[src/rtl/mips_multicycle_ctrl_if.sv]
// Control bundle between the multicycle MIPS main FSM and its datapath.
// master = controller (drives selects/strobes), slave = datapath (drives opcode and mem_ready).
interface mips_multicycle_ctrl_if;
    logic [5:0] op;
    logic       mem_ready;
    logic       iord;
    logic       memwrite;
    logic       irwrite;
    logic       pcwrite;
    logic       branch;
    logic [1:0] pcsrc;
    logic       regdst;
    logic       memtoreg;
    logic       regwrite;
    logic       alusrca;
    logic [1:0] alusrcb;
    logic [1:0] aluop;
    logic       illegal_op;
    logic [3:0] state;

    modport master (
        input  op, mem_ready,
        output iord, memwrite, irwrite, pcwrite, branch, pcsrc, regdst, memtoreg,
               regwrite, alusrca, alusrcb, aluop, illegal_op, state
    );

    modport slave (
        output op, mem_ready,
        input  iord, memwrite, irwrite, pcwrite, branch, pcsrc, regdst, memtoreg,
               regwrite, alusrca, alusrcb, aluop, illegal_op, state
    );
endinterface

[src/rtl/mips_multicycle_ctrl.sv]
// Main control FSM for the multicycle MIPS datapath.
// Define MIPS_CTRL_ADDI_EN to build the addi path (ADDIEX/ADDIWB); otherwise addi is illegal.
module mips_multicycle_ctrl (
    input logic                  clk,
    input logic                  reset,
    mips_multicycle_ctrl_if.master bus
);

    typedef enum logic [3:0] {
        StFetch  = 4'd0,
        StDecode = 4'd1,
        StMemAdr = 4'd2,
        StMemRd  = 4'd3,
        StMemWb  = 4'd4,
        StMemWr  = 4'd5,
        StExec   = 4'd6,
        StAluWb  = 4'd7,
        StBranch = 4'd8,
        StJump   = 4'd9,
        StAddiEx = 4'd10,
        StAddiWb = 4'd11
    } state_e;

    state_e state_q, state_d;

    logic is_rtype, is_lw, is_sw, is_beq, is_j, is_addi;
    logic iord, memwrite, irwrite, pcwrite, branch, regdst, memtoreg, regwrite;
    logic alusrca, illegal_op;
    logic [1:0] pcsrc, alusrcb, aluop;

    always_comb begin
        is_rtype = (bus.op == 6'b000000);
        is_lw    = (bus.op == 6'b100011);
        is_sw    = (bus.op == 6'b101011);
        is_beq   = (bus.op == 6'b000100);
        is_j     = (bus.op == 6'b000010);
`ifdef MIPS_CTRL_ADDI_EN
        is_addi  = (bus.op == 6'b001000);
`else
        is_addi  = 1'b0;
`endif
    end

    always_comb begin
        state_d    = StFetch;
        iord       = 1'b0;
        memwrite   = 1'b0;
        irwrite    = 1'b0;
        pcwrite    = 1'b0;
        branch     = 1'b0;
        pcsrc      = 2'b00;
        regdst     = 1'b0;
        memtoreg   = 1'b0;
        regwrite   = 1'b0;
        alusrca    = 1'b0;
        alusrcb    = 2'b00;
        aluop      = 2'b00;
        illegal_op = 1'b0;
        case (state_q)
            StFetch: begin
                alusrcb = 2'b01;
                irwrite = bus.mem_ready;
                pcwrite = bus.mem_ready;
                state_d = bus.mem_ready ? StDecode : StFetch;
            end
            StDecode: begin
                // ALU precomputes PC + (imm << 2) for a possible branch
                alusrcb = 2'b11;
                if (is_lw || is_sw)  state_d = StMemAdr;
                else if (is_rtype)   state_d = StExec;
                else if (is_beq)     state_d = StBranch;
                else if (is_j)       state_d = StJump;
                else if (is_addi)    state_d = StAddiEx;
                else                 illegal_op = 1'b1;
            end
            StMemAdr: begin
                alusrca = 1'b1;
                alusrcb = 2'b10;
                if (is_lw)      state_d = StMemRd;
                else if (is_sw) state_d = StMemWr;
            end
            StMemRd: begin
                iord    = 1'b1;
                state_d = bus.mem_ready ? StMemWb : StMemRd;
            end
            StMemWb: begin
                memtoreg = 1'b1;
                regwrite = 1'b1;
            end
            StMemWr: begin
                iord     = 1'b1;
                memwrite = 1'b1;
                state_d  = bus.mem_ready ? StFetch : StMemWr;
            end
            StExec: begin
                alusrca = 1'b1;
                aluop   = 2'b10;
                state_d = StAluWb;
            end
            StAluWb: begin
                regdst   = 1'b1;
                regwrite = 1'b1;
            end
            StBranch: begin
                alusrca = 1'b1;
                aluop   = 2'b01;
                pcsrc   = 2'b01;
                branch  = 1'b1;
            end
            StJump: begin
                pcsrc   = 2'b10;
                pcwrite = 1'b1;
            end
`ifdef MIPS_CTRL_ADDI_EN
            StAddiEx: begin
                alusrca = 1'b1;
                alusrcb = 2'b10;
                state_d = StAddiWb;
            end
            StAddiWb: begin
                regwrite = 1'b1;
            end
`endif
            default: state_d = StFetch;
        endcase

        // Reset abandons the instruction without side effects in the reset cycle
        if (reset) begin
            irwrite    = 1'b0;
            pcwrite    = 1'b0;
            memwrite   = 1'b0;
            regwrite   = 1'b0;
            branch     = 1'b0;
            illegal_op = 1'b0;
        end
    end

    always_ff @(posedge clk) begin
        if (reset) state_q <= StFetch;
        else       state_q <= state_d;
    end

    assign bus.iord       = iord;
    assign bus.memwrite   = memwrite;
    assign bus.irwrite    = irwrite;
    assign bus.pcwrite    = pcwrite;
    assign bus.branch     = branch;
    assign bus.pcsrc      = pcsrc;
    assign bus.regdst     = regdst;
    assign bus.memtoreg   = memtoreg;
    assign bus.regwrite   = regwrite;
    assign bus.alusrca    = alusrca;
    assign bus.alusrcb    = alusrcb;
    assign bus.aluop      = aluop;
    assign bus.illegal_op = illegal_op;
    assign bus.state      = state_q;

endmodule

[src/flat_wrapper.sv]
// flat-port wrapper written by rule: the top's interface ports become plain ports
module mips_multicycle_ctrl_flat 
  (clk, reset, bus_op, bus_mem_ready, bus_iord, bus_memwrite, bus_irwrite, bus_pcwrite, bus_branch, bus_pcsrc, bus_regdst, bus_memtoreg, bus_regwrite, bus_alusrca, bus_alusrcb, bus_aluop, bus_illegal_op, bus_state);
  mips_multicycle_ctrl_if bus_i ();
  input logic clk;
  input logic reset;
  input wire logic [$bits(bus_i.op)-1:0] bus_op;
  input wire logic [$bits(bus_i.mem_ready)-1:0] bus_mem_ready;
  output wire logic [$bits(bus_i.iord)-1:0] bus_iord;
  output wire logic [$bits(bus_i.memwrite)-1:0] bus_memwrite;
  output wire logic [$bits(bus_i.irwrite)-1:0] bus_irwrite;
  output wire logic [$bits(bus_i.pcwrite)-1:0] bus_pcwrite;
  output wire logic [$bits(bus_i.branch)-1:0] bus_branch;
  output wire logic [$bits(bus_i.pcsrc)-1:0] bus_pcsrc;
  output wire logic [$bits(bus_i.regdst)-1:0] bus_regdst;
  output wire logic [$bits(bus_i.memtoreg)-1:0] bus_memtoreg;
  output wire logic [$bits(bus_i.regwrite)-1:0] bus_regwrite;
  output wire logic [$bits(bus_i.alusrca)-1:0] bus_alusrca;
  output wire logic [$bits(bus_i.alusrcb)-1:0] bus_alusrcb;
  output wire logic [$bits(bus_i.aluop)-1:0] bus_aluop;
  output wire logic [$bits(bus_i.illegal_op)-1:0] bus_illegal_op;
  output wire logic [$bits(bus_i.state)-1:0] bus_state;
  assign bus_i.op = bus_op;
  assign bus_i.mem_ready = bus_mem_ready;
  assign bus_iord = bus_i.iord;
  assign bus_memwrite = bus_i.memwrite;
  assign bus_irwrite = bus_i.irwrite;
  assign bus_pcwrite = bus_i.pcwrite;
  assign bus_branch = bus_i.branch;
  assign bus_pcsrc = bus_i.pcsrc;
  assign bus_regdst = bus_i.regdst;
  assign bus_memtoreg = bus_i.memtoreg;
  assign bus_regwrite = bus_i.regwrite;
  assign bus_alusrca = bus_i.alusrca;
  assign bus_alusrcb = bus_i.alusrcb;
  assign bus_aluop = bus_i.aluop;
  assign bus_illegal_op = bus_i.illegal_op;
  assign bus_state = bus_i.state;
  mips_multicycle_ctrl u_core (.clk(clk), .reset(reset), .bus(bus_i));
endmodule
[config.mk]
export PLATFORM = sky130hd
export DESIGN_NAME = mips_multicycle_ctrl_flat
export DESIGN_NICKNAME = d
export VERILOG_FILES = /design/src/rtl/mips_multicycle_ctrl_if.sv /design/src/rtl/mips_multicycle_ctrl.sv /design/src/flat_wrapper.sv
export SDC_FILE = /design/constraint.sdc
export NUM_CORES = 1
export LEC_CHECK = 0
export CAP_MARGIN = 10
export CORE_UTILIZATION = 36
export DETAILED_ROUTE_END_ITERATION = 10
export GPL_TIMING_DRIVEN = 1
export PLACE_DENSITY = 0.83
export SYNTH_ARGS = -nofsm -noshare
export SYNTH_HDL_FRONTEND = slang
export SYNTH_SLANG_ARGS = --single-unit
[constraint.sdc]
create_clock -name clk -period 2.6 [get_ports clk]
set_input_delay 0.78 -clock clk [delete_from_list [all_inputs] [get_ports clk]]
set_output_delay 0.78 -clock clk [all_outputs]
set_load 0.005 [all_outputs]
; Yosys cells after proc, flatten, opt, wreduce, memory -nomap -nowiden
; Index checks and enable logic that the tools add are counted.
[word_totals]
word_cells = 53
output_inout_bits = 20
reg_bits = 4
inputBits = 9
[op_classes]
n_eq_ne = 13
n_reduce_logical = 6
mux = 33
[ops]
columns = op, count
row1 = $pmux 4 s6, 1
row2 = $mux 1, 20
row3 = $mux 4, 5
row4 = $eq 4x3->1 const B, 4
row5 = $eq 6x6->1 const B, 2
row6 = $mux 3, 3
row7 = $eq 4x2->1 const B, 2
row8 = $eq 4x4->1 const B, 2
row9 = $pmux 2 s2, 2
row10 = $eq 6x2->1 const B, 1
row11 = $eq 6x3->1 const B, 1
row12 = $logic_not 6->1, 1
row13 = $pmux 2 s3, 1
row14 = $eq 4x1->1 const B, 1
row15 = $logic_not 4->1, 1
row16 = $reduce_or 2->1, 2
row17 = $reduce_or 3->1, 1
row18 = $pmux 1 s2, 1
row19 = $logic_or 1x1->1, 1

; Depth between registers and ports, before layout
; Gate-level depths: netlist (run 1).
[logic_depth]
word_depth = 7
depth_mapped = 5
depth_no_buf = 4

; Worst setup path after synthesis (run 1)
; No wires, ideal clock.
[synth_path]
path_type = input to output
start = in bus_op[0]
end = out bus_illegal_op
path_slack_ns = 0.226
cell_stages = 4
arrival_ns = 1.594
required_time_ns = 1.820
n_path_buf = 0
path_cell_list = or3_1 o21ai_0 a211o_1 nor2_1
[synth_between]
elab_chain_len = 7
elab_cells_between_ends = 12
classes_between = 4 x eq/ne / 6 x mux / 2 x reduce/logical
[synth_lines]
columns = element, line_no
row1 = start: declaration, flat_wrapper.sv:7  ; input wire logic [$bits(bus_i.op)-1:0] bus_op;
row2 = $eq 6x2->1, mips_multicycle_ctrl.sv:36  ; is_j = (bus.op == 6'b000010);
row3 = $mux 1, mips_multicycle_ctrl.sv:72  ; else if (is_j) state_d = StJump;
row4 = $mux 1, mips_multicycle_ctrl.sv:71  ; else if (is_beq) state_d = StBranch;
row5 = $mux 1, mips_multicycle_ctrl.sv:70  ; else if (is_rtype) state_d = StExec;
row6 = $mux 1 *, mips_multicycle_ctrl.sv:69  ; if (is_lw || is_sw) state_d = StMemAdr;
row7 = $mux 1 *, mips_multicycle_ctrl.sv:59  ; case (state_q)
row8 = $mux 1 *, mips_multicycle_ctrl.sv:128  ; if (reset) begin
row9 = end: declaration, flat_wrapper.sv:21  ; output wire logic [$bits(bus_i.illegal_op)-1:0] bus_illegal_op;
; Every way passes the cells marked *; elsewhere a longest branch is shown, timed or not.

; Final worst setup path (run 1)
; Ends and elaborated chain as after synthesis.

==> qor.txt, run 1 <==
GLOBAL ROUTING
------------------------------------------------------------------------------
Wire length of the first global-routing pass ....................      3.01 mm
Congestion Overflow GR ..........................................            0
Initial antenna violation count .................................            0
Number of global-route vias before repair .......................          676
GRT Resource Usage Total ........................................        0.286
Largest net degree at the start of global routing ...............           15

TIMING
------------------------------------------------------------------------------
Tightest hold margin ............................................     0.708 ns
Slew Limit Fails ................................................            0
Setup repair after global routing missed its margin .............         true
Finish-stage setup viols ........................................            1
Clock skew after layout .........................................   0.00454 ns
Achievable clock frequency ......................................      384 MHz
Slew HR .........................................................        0.792
Min setup slack post-route ......................................  -0.00710 ns
Transition at the pin with the smallest max-transition slack ....     0.310 ns
Period utilisation layout .......................................         1.00
Hold violation total from the final report ......................            0
Final worst path period need ....................................      2.61 ns

YOSYS
------------------------------------------------------------------------------
Synth async-reset ratio .........................................            0
Number of enable-type register cells in the synthesized netlist .            0
Number of library cell types mapped by synthesis ................           31
Portion of the post-synthesis area used by sequential elements ..        0.158
Post-Syn Area ...................................................      508 um2
Area contributors post-synth .................................... dfxtp_1, nor3b_1, nor3_1
Post-synth top area cell ........................................      dfxtp_1
Synthesis Warnings ..............................................            0
Leading cell type by number of instances after synthesis ........       nor2_1
Flip-flop cell with the highest count after synthesis ...........      dfxtp_1
Post-synth top area share .......................................        0.158
Seq cells post-synth ............................................            4
Top cells by count, synth ....................................... nor2_1, nor3_1, nor3b_1
Synthesized netlist cell count ..................................           75
Nets in the synthesized netlist .................................           84
Post-synthesis average cell area ................................     6.77 um2

CRITICAL PATH
------------------------------------------------------------------------------
Worst setup path category .......................................    in -> out
Worst reg2reg startpoint ........................................ u_core.bus.state[0]$_SDFF_PP0_
WP data arrival .................................................      1.83 ns
Crit path capture ............................................... bus_illegal_op
Start point of the critical path ................................    bus_op[0]
CP Max Fanout ...................................................            2
CP Data Required Time ...........................................      1.82 ns
Critical Path Sink Type ......................................... primary output
Worst Setup Start Kind ..........................................    input pin
Crit Reg-Reg Endpoint ........................................... u_core.bus.state[0]$_SDFF_PP0_
Register-to-Register Setup Slack ................................      0.87 ns
Depth of the most critical reg-to-reg path ......................            5

DRT
------------------------------------------------------------------------------
Routed length per placed instance ...............................      14.1 um
Total detailed-routing wirelength ...............................      2.00 mm
Routed Antenna Nets .............................................            0
Vias per cell ...................................................         5.42
DRT iter0 DRCs ..................................................           11
Post-route DRC violation count ..................................            0
Initial DRT Pass Iterations .....................................            4
Overall via count from detail_route .............................          769

FLOORPLAN
------------------------------------------------------------------------------
Die Width .......................................................      39.6 um
Die Y ...........................................................      39.6 um
Starting density of the core ....................................        0.390
Die Outline Area ................................................     1570 um2
Ports placed on the boundary ....................................           29
Core footprint ..................................................     1300 um2
Cell row count ..................................................           13

STATUS
------------------------------------------------------------------------------
Run status ...................................................... complete, but fails checks
Failing checks .................................................. negative setup slack

FINISH
------------------------------------------------------------------------------
FF/Latch Area ...................................................     81.3 um2
Post-layout net count ...........................................          138
Filler cells ....................................................           99
Post-route cell area ............................................     1040 um2
ANT cells .......................................................            0
Number of flip-flops in the largest register ....................            4
Relative area change from synthesis to final layout .............         105%
Area of the multi-input gates ...................................      443 um2
Fraction of layout cells with a size suffix above 1 .............        0.370
End-of-flow core utilization ....................................        0.800
Non-filler instance count after layout ..........................          142

PLACE
------------------------------------------------------------------------------
Gpl congestion ..................................................        0.875
Setup WS pre-CTS ................................................    -0.639 ns
# port buffers ..................................................           28
Dpl cell area ...................................................      910 um2
Number of instances in the placed design ........................          129
HPWL reported at the end of detailed placement ..................      1.21 mm

HOLD PATH
------------------------------------------------------------------------------
Min-delay worst type ............................................   reg -> reg
Hold-critical path depth ........................................            2

CLOCK NETWORK
------------------------------------------------------------------------------
Clock transition at the registers of the reported paths .........      0.04 ns
Clock root cell .................................................     clkbuf_4
Insertion delay to the later sink of the worst-skew pair ........      0.23 ns
H-tree Lvls .....................................................            1
Inserted Clock Buffers ..........................................            3
Number of buffers between clock root and the deepest sink .......            2
CTS tree ........................................................          yes
Hold buffer count at cts ........................................            0
Total number of clock tree sinks ................................            4

FLOW RUN
------------------------------------------------------------------------------
MaxCap Viol Count ...............................................            0

POWER AND IR DROP
------------------------------------------------------------------------------
Standby leakage power ...........................................     0.473 nW
Worst-case vdd ir drop ..........................................       274 uV
Power per Cell Area .............................................   225 nW/um2

## stage by stage
step | total power [mW] | setup TNS, ns
floorplan | 0.0912 | 0
global placement | 0.138 | -2.09
detailed placement | 0.139 | -2.13
CTS | 0.232 | 0
global route | 0.246 | -0.0477
finish | 0.234 | -0.00710
## per-layer routing
layer	routed length, um	track usage
met1	797	0.306
met2	1100	0.586
met3	90	0.0398
met4	18	0.0259
met5	0	0
## timing repair
action,CTS,global route
setup endpoints to repair,7,4
hold endpoints to repair,0,0
resized for setup,31,6
pin swaps,5,0
buffers inserted,10,0
## placed cells by master (no fill, tap or decap), types with 2 or more instances in the layout
master / Yosys / layout
nor3_2: 0 / 2
clkdlybuf4s50_1: 0 / 16
nor3b_1: 6 / 4
buf_2: 2 / 3
a21oi_1: 2 / 2
clkbuf_4: 0 / 3
nor2_1: 9 / 9
dlymetal6s2s_1: 0 / 2
xnor2_1: 3 / 2
nor3b_2: 0 / 2
buf_4: 1 / 27
a21o_1: 2 / 2
nor4_1: 5 / 5
nor3_1: 7 / 5
nand2b_1: 3 / 3
o21ai_2: 1 / 2
nor2b_1: 4 / 4
dlygate4sd2_1: 0 / 4
nand2_1: 5 / 5
dfxtp_1: 4 / 3
## critical path, stage by stage
cell             delay, ns
clkdlybuf4s15_2       0.19
or3_4                 0.38
o21ai_2               0.16
a211o_1               0.16
nor2_1                0.04
buf_2                 0.12
## kinds of logic (layout without fill, tap and decap cells)
group / count (synthesis) / count (layout) / synth area share
simple gates: 49 / 49 / 0.562
xor+xnor: 3 / 3 / 0.0517
buf+inv: 7 / 59 / 0.0640
flops: 4 / 4 / 0.158
compound gates: 12 / 12 / 0.165
## worst min path at each step
| stage | start | end | slack (ns) |
|---|---|---|---|
| after global routing | u_core.bus.state[3]$_SDFF_PP0_ | u_core.bus.state[2]$_SDFF_PP0_ | 0.74 |
| after floorplan | u_core.bus.state[3]$_SDFF_PP0_ | u_core.bus.state[3]$_SDFF_PP0_ | 0.67 |
| after global placement | u_core.bus.state[3]$_SDFF_PP0_ | u_core.bus.state[2]$_SDFF_PP0_ | 0.67 |
| final | u_core.bus.state[3]$_SDFF_PP0_ | u_core.bus.state[2]$_SDFF_PP0_ | 0.71 |
| after CTS | u_core.bus.state[3]$_SDFF_PP0_ | u_core.bus.state[2]$_SDFF_PP0_ | 0.68 |
| after detailed placement | u_core.bus.state[3]$_SDFF_PP0_ | u_core.bus.state[2]$_SDFF_PP0_ | 0.67 |
## final cells by class
| type | count | area share |
|---|---|---|
| repair buffers | 56 | 0.457 |
| multi-input cells | 64 | 0.425 |
| flip-flops and latches | 4 | 0.0781 |
| clock buffers | 3 | 0.0216 |
| well taps | 15 | 0.0180 |
## where the power goes
part	switching, mW	internal, mW
Clock	0.0231	0.0515
Combinational	0.0407	0.0543
Sequential	0.00131	0.0628
Note: power is estimated with default switching activity, not from simulation.
==> run 2, diff against run 1 <==
--- a/config.mk
+++ b/config.mk
@@ -6,10 +6,10 @@
 export NUM_CORES = 1
 export LEC_CHECK = 0
 export CAP_MARGIN = 10
-export CORE_UTILIZATION = 36
+export CORE_UTILIZATION = 39
 export DETAILED_ROUTE_END_ITERATION = 10
 export GPL_TIMING_DRIVEN = 1
-export PLACE_DENSITY = 0.83
+export PLACE_DENSITY = 0.89
 export SYNTH_ARGS = -nofsm -noshare
 export SYNTH_HDL_FRONTEND = slang
 export SYNTH_SLANG_ARGS = --single-unit
==> constraint.sdc (replaced) <==
create_clock -name clk -period 3.3 [get_ports clk]
set_input_delay 0.99 -clock clk [delete_from_list [all_inputs] [get_ports clk]]
set_output_delay 0.99 -clock clk [all_outputs]
set_load 0.005 [all_outputs]
==> qor.txt, run 2 (synthesized netlist as in run 1, its figures left out) <==
FLOORPLAN
---------------------------------------------------------------------------
Cell row count ...............................................           12   -1
Die Outline Area .............................................     1450 um2   -7.3%
Die Width ....................................................      38.1 um   -3.7%
Starting density of the core .................................        0.439   +0.0490
Ports placed on the boundary .................................           29   unchanged
Core footprint ...............................................     1160 um2   -11%
Die Y ........................................................      38.1 um   -3.7%

CRITICAL PATH
---------------------------------------------------------------------------
WP data arrival ..............................................      2.16 ns   +0.33 ns
Worst reg2reg startpoint ..................................... u_core.bus.state[0]$_SDFF_PP0_
Depth of the most critical reg-to-reg path ...................            4   -1
CP Data Required Time ........................................      2.31 ns   +0.49 ns
Worst setup path category ....................................    in -> out
Critical Path Sink Type ...................................... primary output
Crit Reg-Reg Endpoint ........................................ u_core.bus.state[0]$_SDFF_PP0_
Worst Setup Start Kind .......................................    input pin
Register-to-Register Setup Slack .............................      1.78 ns   +0.91 ns
CP Max Fanout ................................................            2   unchanged
Start point of the critical path .............................    bus_op[3]

GLOBAL ROUTING
---------------------------------------------------------------------------
Initial antenna violation count ..............................            0   unchanged
Wire length of the first global-routing pass .................      2.60 mm   -14%
Number of global-route vias before repair ....................          551   -18%
Congestion Overflow GR .......................................            0   unchanged
GRT Resource Usage Total .....................................        0.248   -0.0380
Largest net degree at the start of global routing ............           22   +7

TIMING
---------------------------------------------------------------------------
Achievable clock frequency ...................................      318 MHz
Hold violation total from the final report ...................            0   unchanged
Final worst path period need .................................      3.15 ns
Transition at the pin with the smallest max-transition slack .     0.566 ns   +0.256 ns
Min setup slack post-route ...................................     0.151 ns   +0.158 ns
Clock skew after layout ......................................   0.00221 ns   -0.00233 ns
Setup repair after global routing missed its margin ..........        false
Period utilisation layout ....................................        0.954
Accumulated negative setup slack .............................         0 ns   +0.00710 ns
Finish-stage setup viols .....................................            0   -1
Slew Limit Fails .............................................            0   unchanged
Slew HR ......................................................        0.622   -0.169

POWER AND IR DROP
---------------------------------------------------------------------------
PnR Total Power ..............................................     0.167 mW   -29%
Worst-case vdd ir drop .......................................       303 uV   +10%
Standby leakage power ........................................     0.388 nW   -18%
Power per Cell Area ..........................................   182 nW/um2   -19%

PLACE
---------------------------------------------------------------------------
Gpl congestion ...............................................        0.827   -5.4%
Number of instances in the placed design .....................          122   -5.4%
Setup WS pre-CTS .............................................    -0.372 ns   +0.267 ns
HPWL reported at the end of detailed placement ...............      1.16 mm   -4.5%
# port buffers ...............................................           28   unchanged

FINISH
---------------------------------------------------------------------------
Number of flip-flops in the largest register .................            4   unchanged
ANT cells ....................................................            0   unchanged
Post-layout net count ........................................          122   -12%
Commonest non-fill, non-tap cell in the layout ............... clkdlybuf4s50_1
Relative area change from synthesis to final layout ..........        80.3%
End-of-flow core utilization .................................        0.792   -0.00779
Non-filler instance count after layout .......................          125   -12%
Fraction of layout cells with a size suffix above 1 ..........        0.198   -0.172
Most frequent cells in the layout ............................ clkdlybuf4s50_1, buf_4, nor2_1, nor3_1, nor3b_1

CLOCK NETWORK
---------------------------------------------------------------------------
CTS tree .....................................................          yes
Clock root cell ..............................................     clkbuf_4
H-tree Lvls ..................................................            1   unchanged
Inserted Clock Buffers .......................................            3   unchanged
Total number of clock tree sinks .............................            4   unchanged
Clock transition at the registers of the reported paths ......      0.04 ns   about the same
Number of buffers between clock root and the deepest sink ....            2   unchanged
Hold buffer count at cts .....................................            0   unchanged
Insertion delay to the later sink of the worst-skew pair .....      0.23 ns   about the same
Post-CTS Setup Repair Bufs ...................................            0   -10

HOLD PATH
---------------------------------------------------------------------------
Startpoint of the worst hold path ............................ u_core.bus.state[0]$_SDFF_PP0_
Min-delay worst type .........................................   reg -> reg
Endpoint, Worst Hold ......................................... u_core.bus.state[3]$_SDFF_PP0_
Hold-critical path depth .....................................            4   +2

DRT
---------------------------------------------------------------------------
Overall via count from detail_route ..........................          696   -9.5%
DRT iter0 DRCs ...............................................           15   +4
Post-route DRC violation count ...............................            0   unchanged
Vias per cell ................................................         5.57   +2.8%
Initial DRT Pass Iterations ..................................            4   unchanged
Routed length per placed instance ............................      13.0 um   -8.1%
Total detailed-routing wirelength ............................      1.62 mm   -19%
Routed Antenna Nets ..........................................            0   unchanged

FLOW RUN
---------------------------------------------------------------------------
MaxCap Viol Count ............................................            0   unchanged

STATUS
---------------------------------------------------------------------------
Run status ................................................... finished clean

[run 2: repair_timing]
action / in CTS / in global routing
cloned: 0 / 0
endpoints found under the setup margin: 4 / 1
resized for setup: 8 / 6
pin swaps: 0 / 3
[run 2: cell type report]
type,instances,area (um2)
multi-input combinational,64,417
timing repair buffer,40,379
fill,82,240
sequential,4,80.1
clock buffer,3,22.5
tap,14,17.5
[run 2: worst max-delay path by stage]
stage | to | depth (start not counted) | slack [ns]
4_1_cts | bus_illegal_op | 6 | -0.10
3_5_place_dp | bus_illegal_op | 6 | -0.37
6_report | bus_illegal_op | 6 | 0.15
2_1_floorplan | bus_illegal_op | 4 | 0.51
3_3_place_gp | bus_illegal_op | 6 | -0.32
5_1_grt | bus_pcwrite | 5 | 0.09
[run 2: report_power, final]
part | internal, mW | total (mW) | switching [mW] | leakage, nW
clock network | 0.0406 | 0.0588 | 0.0183 | 0.0138
logic | 0.0321 | 0.0574 | 0.0253 | 0.342
registers | 0.0495 | 0.0503 | 0.000776 | 0.0325
[run 2: worst max-delay path, cell delays in order]
cell	delay, ns
dlymetal6s2s_1	0.13
or3_4	0.41
o21ai_2	0.16
a211o_1	0.17
nor2_1	0.04
dlygate4sd2_1	0.25
[run 2: per-layer routing]
metal	GRT usage	vias up	share of wire
li1	-	350	-
met1	0.318	316	0.45
met2	0.453	30	0.50
met3	0.0233	0	0.057
met4	0.0268	0	0
met5	0	-	0
[run 2: through the flow]
stage	hold slack [ns]	area, um2
floorplan	0.668	508
finish	0.734	916
global placement	0.717	863
CTS	0.733	895
detailed placement	0.728	863
global route	0.805	916
==> variant 1 (flow settings as in run 1) <==
Add a define of `MIPS_CTRL_ADDI_EN`.
--- a/src/rtl/mips_multicycle_ctrl.sv
+++ b/src/rtl/mips_multicycle_ctrl.sv
@@ -1,5 +1,7 @@
 // Main control FSM for the multicycle MIPS datapath.
 // Define MIPS_CTRL_ADDI_EN to build the addi path (ADDIEX/ADDIWB); otherwise addi is illegal.
+`define MIPS_CTRL_ADDI_EN
+
 module mips_multicycle_ctrl (
     input logic                  clk,
     input logic                  reset,
Behaviour: not the same (a bounded check fails within 4 cycles, from zero or initial values and one cycle with reset high).
==> variant 1 against run 1 <==
Worst setup slack gained 64 ps. Critical endpoint is now bus_regwrite. Clock skew shrank 1.3 ps. Combinational power shrank 33%. Sequential cell count is the same. Non-clock buffer count shrank 15. Wire length shrank 15%. Highest routed layer is now met3. First-iteration DRC count shrank 27%. Cell area shrank 14%. Die area grew 3.5%. Synthesized area grew 3.7%. Power shrank 11%.
==> variant 1: results <==
[grt]
grt_max_degree = 16
antenna_found_initial = 0
grt_pass1_wl_mm = 2.58
grtUsageTotal_pct = 22.6
first_global_vias = 620

[logic_synthesis]
ys_seq_area_share_pct = 15.2
synth_fp_nets = 87
synth.distinct_cells = 32
synth_xor_area_share_pct = 3.33
ys.warnings.count = 0
synthTopCellsByArea = "dfxtp_1, nor2_1, nor3_1"
synth_ff_type = "dfxtp_1"
synth_compound_area_share_pct = 24.7
synthAdderAreaFrac_pct = 0
synth_common_cells = "nor2_1, nor3_1, a21oi_1, o21ai_0"
synthMuxAreaShare_pct = 0

[worst_setup_path]
r2r-end = "u_core.bus.state[0]"
r2r_start = "u_core.bus.state[2]"
critPathMaxFanout = 5
crit_path_max_incr_delay_ps = 500
arrival_ps = 1760
regToRegSetupSlack_ps = 1120
critical_path.startpoint = "reset"
worst_path_max_delay_cell = "clkdlybuf4s50_1"
crit_end = "bus_regwrite"
cpLargestDelayFamily = "buffers and inverters"

[place]
dp_slack_ps = -538
dp_hpwl_mm = 1.30
numPortBuffers = 28
placed_area_um2 = 877
place.gp.congestion = 0.920

[pwr]
p_seq_uw = 68.5
switching_share_pct = 27.9
p_clk_uw = 75.0
worst_ir_drop_vdd_mv = 0.236
p_leak_nw = 0.364

[drt]
via_per_inst = 5.69
dr.first_iter.drc_count = 8
wl_per_cell_um = 12.9
dr.pass1.iters = 4

[clock_tree]
cts_htree_levels = 1
clock_latency_ps = 230
cts.clk_slew.worst_paths_ps = 30
numCtsBuffers = 3

[final_layout]
nets = 127
drive_gt1_share_pct = 31.0
insertedDiodeCount = 0
largest_reg_flops = 4

[timing]
min_period_over_period_pct = 97.8
fin_worst_skew_ps = 3.29
slew_headroom_pct = 76.3

[worst_hold_path]
hp-class = "reg2reg"

[flow_run]
drv_cap = 0

[run_status]
status = "finished clean"
==> variant 1: changes by cell type after synthesis, sizes merged, moves of 3 or more <==
| cell | run 1 | this run |
|---|---|---|
| a21oi | 2 | 7 |
| clkbuf | 4 | 0 |
| buf | 3 | 6 |
| nor3b | 6 | 3 |
==> variant 1: timing repair <==
action                     4_1_cts  5_1_grt
buffers inserted                 0        1
pin swaps                        4        4
setup endpoints to repair        6        5
resized for setup               22       18
==> variant 1: final cells by class <==
class                   count  area, um^2
fillers                   133         434
well taps                  15        18.8
flip-flops and latches      4        83.8
multi-input cells          68         437
clock buffers               3        22.5
repair buffers             41         338
==> variant 1: metrics by stage <==
| stage | power [mW] | hold slack (ps) | TNS (ps) | std cells |
|---|---|---|---|---|
| after floorplan | 0.0924 | 647 | 0 | 78 |
| after detailed placement | 0.136 | 762 | -2160 | 127 |
| after global placement | 0.133 | 724 | -2010 | 127 |
| final | 0.207 | 652 | 0 | 131 |
| after global routing | 0.222 | 684 | 0 | 131 |
| after CTS | 0.208 | 761 | -57.2 | 130 |
==> variant 1: worst min-delay path by stage <==
stage / from / endpoint / slack (ps) / cells after the start
floorplan: u_core.bus.state[3] / u_core.bus.state[0] / 650 / 3
detailed placement: u_core.bus.state[1] / u_core.bus.state[1] / 760 / 2
global route: u_core.bus.state[1] / u_core.bus.state[1] / 680 / 2
CTS: u_core.bus.state[1] / u_core.bus.state[1] / 760 / 2
global placement: u_core.bus.state[1] / u_core.bus.state[1] / 720 / 2
finish: u_core.bus.state[1] / u_core.bus.state[1] / 650 / 2
==> variant 1: layer usage <==
metal  vias up  global-route usage [%]  part of all wire, %
li1        364                       -                    -
met1       353                    26.6                   41
met2        28                    44.4                   53
met3         0                    3.89                  5.5
met4         0                       0                    0
met5         -                       0                    0
==> variant 2 (config.mk and constraints of run 1) <==
Made on the original files. Make the reset (`reset`) asynchronous in one clocked block.
--- a/src/rtl/mips_multicycle_ctrl.sv
+++ b/src/rtl/mips_multicycle_ctrl.sv
@@ -135,7 +135,7 @@
         end
     end
 
-    always_ff @(posedge clk) begin
+    always_ff @(posedge clk or posedge reset) begin
         if (reset) state_q <= StFetch;
         else       state_q <= state_d;
     end
Formal check against the unedited RTL: differs if reset is asserted again (counterexample within 4 cycles, from zero or initial values and one cycle with reset high); with reset held inactive, the same outputs for 10 cycles.
==> variant 2 against run 1 <==
Highest routed layer unchanged. Count of clock-buffer cells in the layout stayed put. Via count fell by 11%. Synthesized area increased by 6.4%. Critical path depth is 1 lower. Wire length is 14% lower. Cell area decreased by 7.3%. Cell count down 9.9%. Sequential cell count did not move. Sequential share of layout area grew 3.1 points. Worst setup slack better by 65 ps. Synthesized cell count shrank 8.0%. Hold slack lost 38 ps.
Power is not compared: it rests on default switching activity, and its combinational part moved more than twofold at a synthesized area within 25%.
==> variant 2: results <==
[pwr]
p_leak_nw = 0.475
p_seq_uw = 99.1
p_clk_uw = 74.9
worst_ir_drop_vdd_mv = 0.372
switchingPower_uw = 158

[logic_synthesis]
synthTopCellsByArea = "dfrtp_1, nor3_1, buf_6"
async_flop_share_pct = 100
synthAdderAreaFrac_pct = 0
synth.distinct_cells = 33
ys_seq_area_share_pct = 18.5
avgSynthCellArea_um2 = 7.83
netlist.area_leader.share_pct = 18.5
synth_compound_area_share_pct = 16.0
synth_ff_type = "dfrtp_1"
synth_fp_nets = 78
synth_common_cells = "nor3_1, nor2_1, inv_1, dfrtp_1, nand2_1"
synth_xor_area_share_pct = 4.86
synthMuxAreaShare_pct = 0

[worst_setup_path]
reg2reg_depth = 4
r2r-end = "u_core.bus.state[0]"
crit_end = "bus_illegal_op"
r2r_start = "u_core.bus.state[0]"
regToRegSetupSlack_ps = 1180
critical_path.startpoint = "bus_op[1]"
critPathMaxFanout = 3

[timing]
worst_slew_pin_slew_ps = 404
whs_ps = 670
fin_worst_skew_ps = 5.61
period_needed_ps = 2540

[grt]
met1_usage_pct = 24.0
first_global_vias = 628
grtUsageTotal_pct = 23.2
met2_usage_pct = 45.2
grt_max_degree = 16
grt_use_met3_pct = 2.72
grt_pass1_wl_mm = 2.59

[place]
dp_hpwl_mm = 1.13
place.gp.congestion = 0.815
numPortBuffers = 28
dp_slack_ps = -487
placed_area_um2 = 868

[clock_tree]
cts_root_buf = "clkbuf_4"
cts_resized = 20
post_cts_buffers = 6
clock_latency_ps = 230

[worst_hold_path]
holdPathStages = 1
hold_end = "u_core.bus.state[0]"
worstHoldStart = "u_core.bus.state[3]"

[final_layout]
drive_gt1_share_pct = 32.7
nets = 124
fin_cells = 128

[drt]
wl_mm = 1.72
vias = 683
dr.first_iter.drc_count = 10

[run_status]
status = "finished clean"
[variant 2: changes by cell type in the layout (fill, tap and decap cells not counted), sizes merged, moves of 3 or more]
cell / run 1 / this run
nor4: 5 / 2
dlygate4sd2: 4 / 7
dfrtp: 0 / 4
and2b: 0 / 3
inv: 0 / 5
buf: 31 / 19
nor3b: 6 / 3
nor3: 7 / 11
dfxtp: 4 / 0
nor2: 9 / 6
[variant 2: per-layer routing]
layer / share of wire (%) / wire (um)
met5: 0 / 0
met1: 41 / 709
met4: 1.5 / 26
met3: 5.0 / 86
met2: 52 / 893
[variant 2: layout make-up]
type                            count  area [um^2]
Multi-Input combinational cell     55          395
Sequential cell                     4          105
Timing Repair Buffer               46          404
Tap cell                           15         18.8
Inverter                            5         18.8
Clock buffer                        3         22.5
Fill cell                         114          385
[variant 2: critical path, stage by stage]
cell and delay, ps:
dlygate4sd2_1 260, and3_4 180, a22oi_2 170, o211a_1 150, dlygate4sd2_1 230
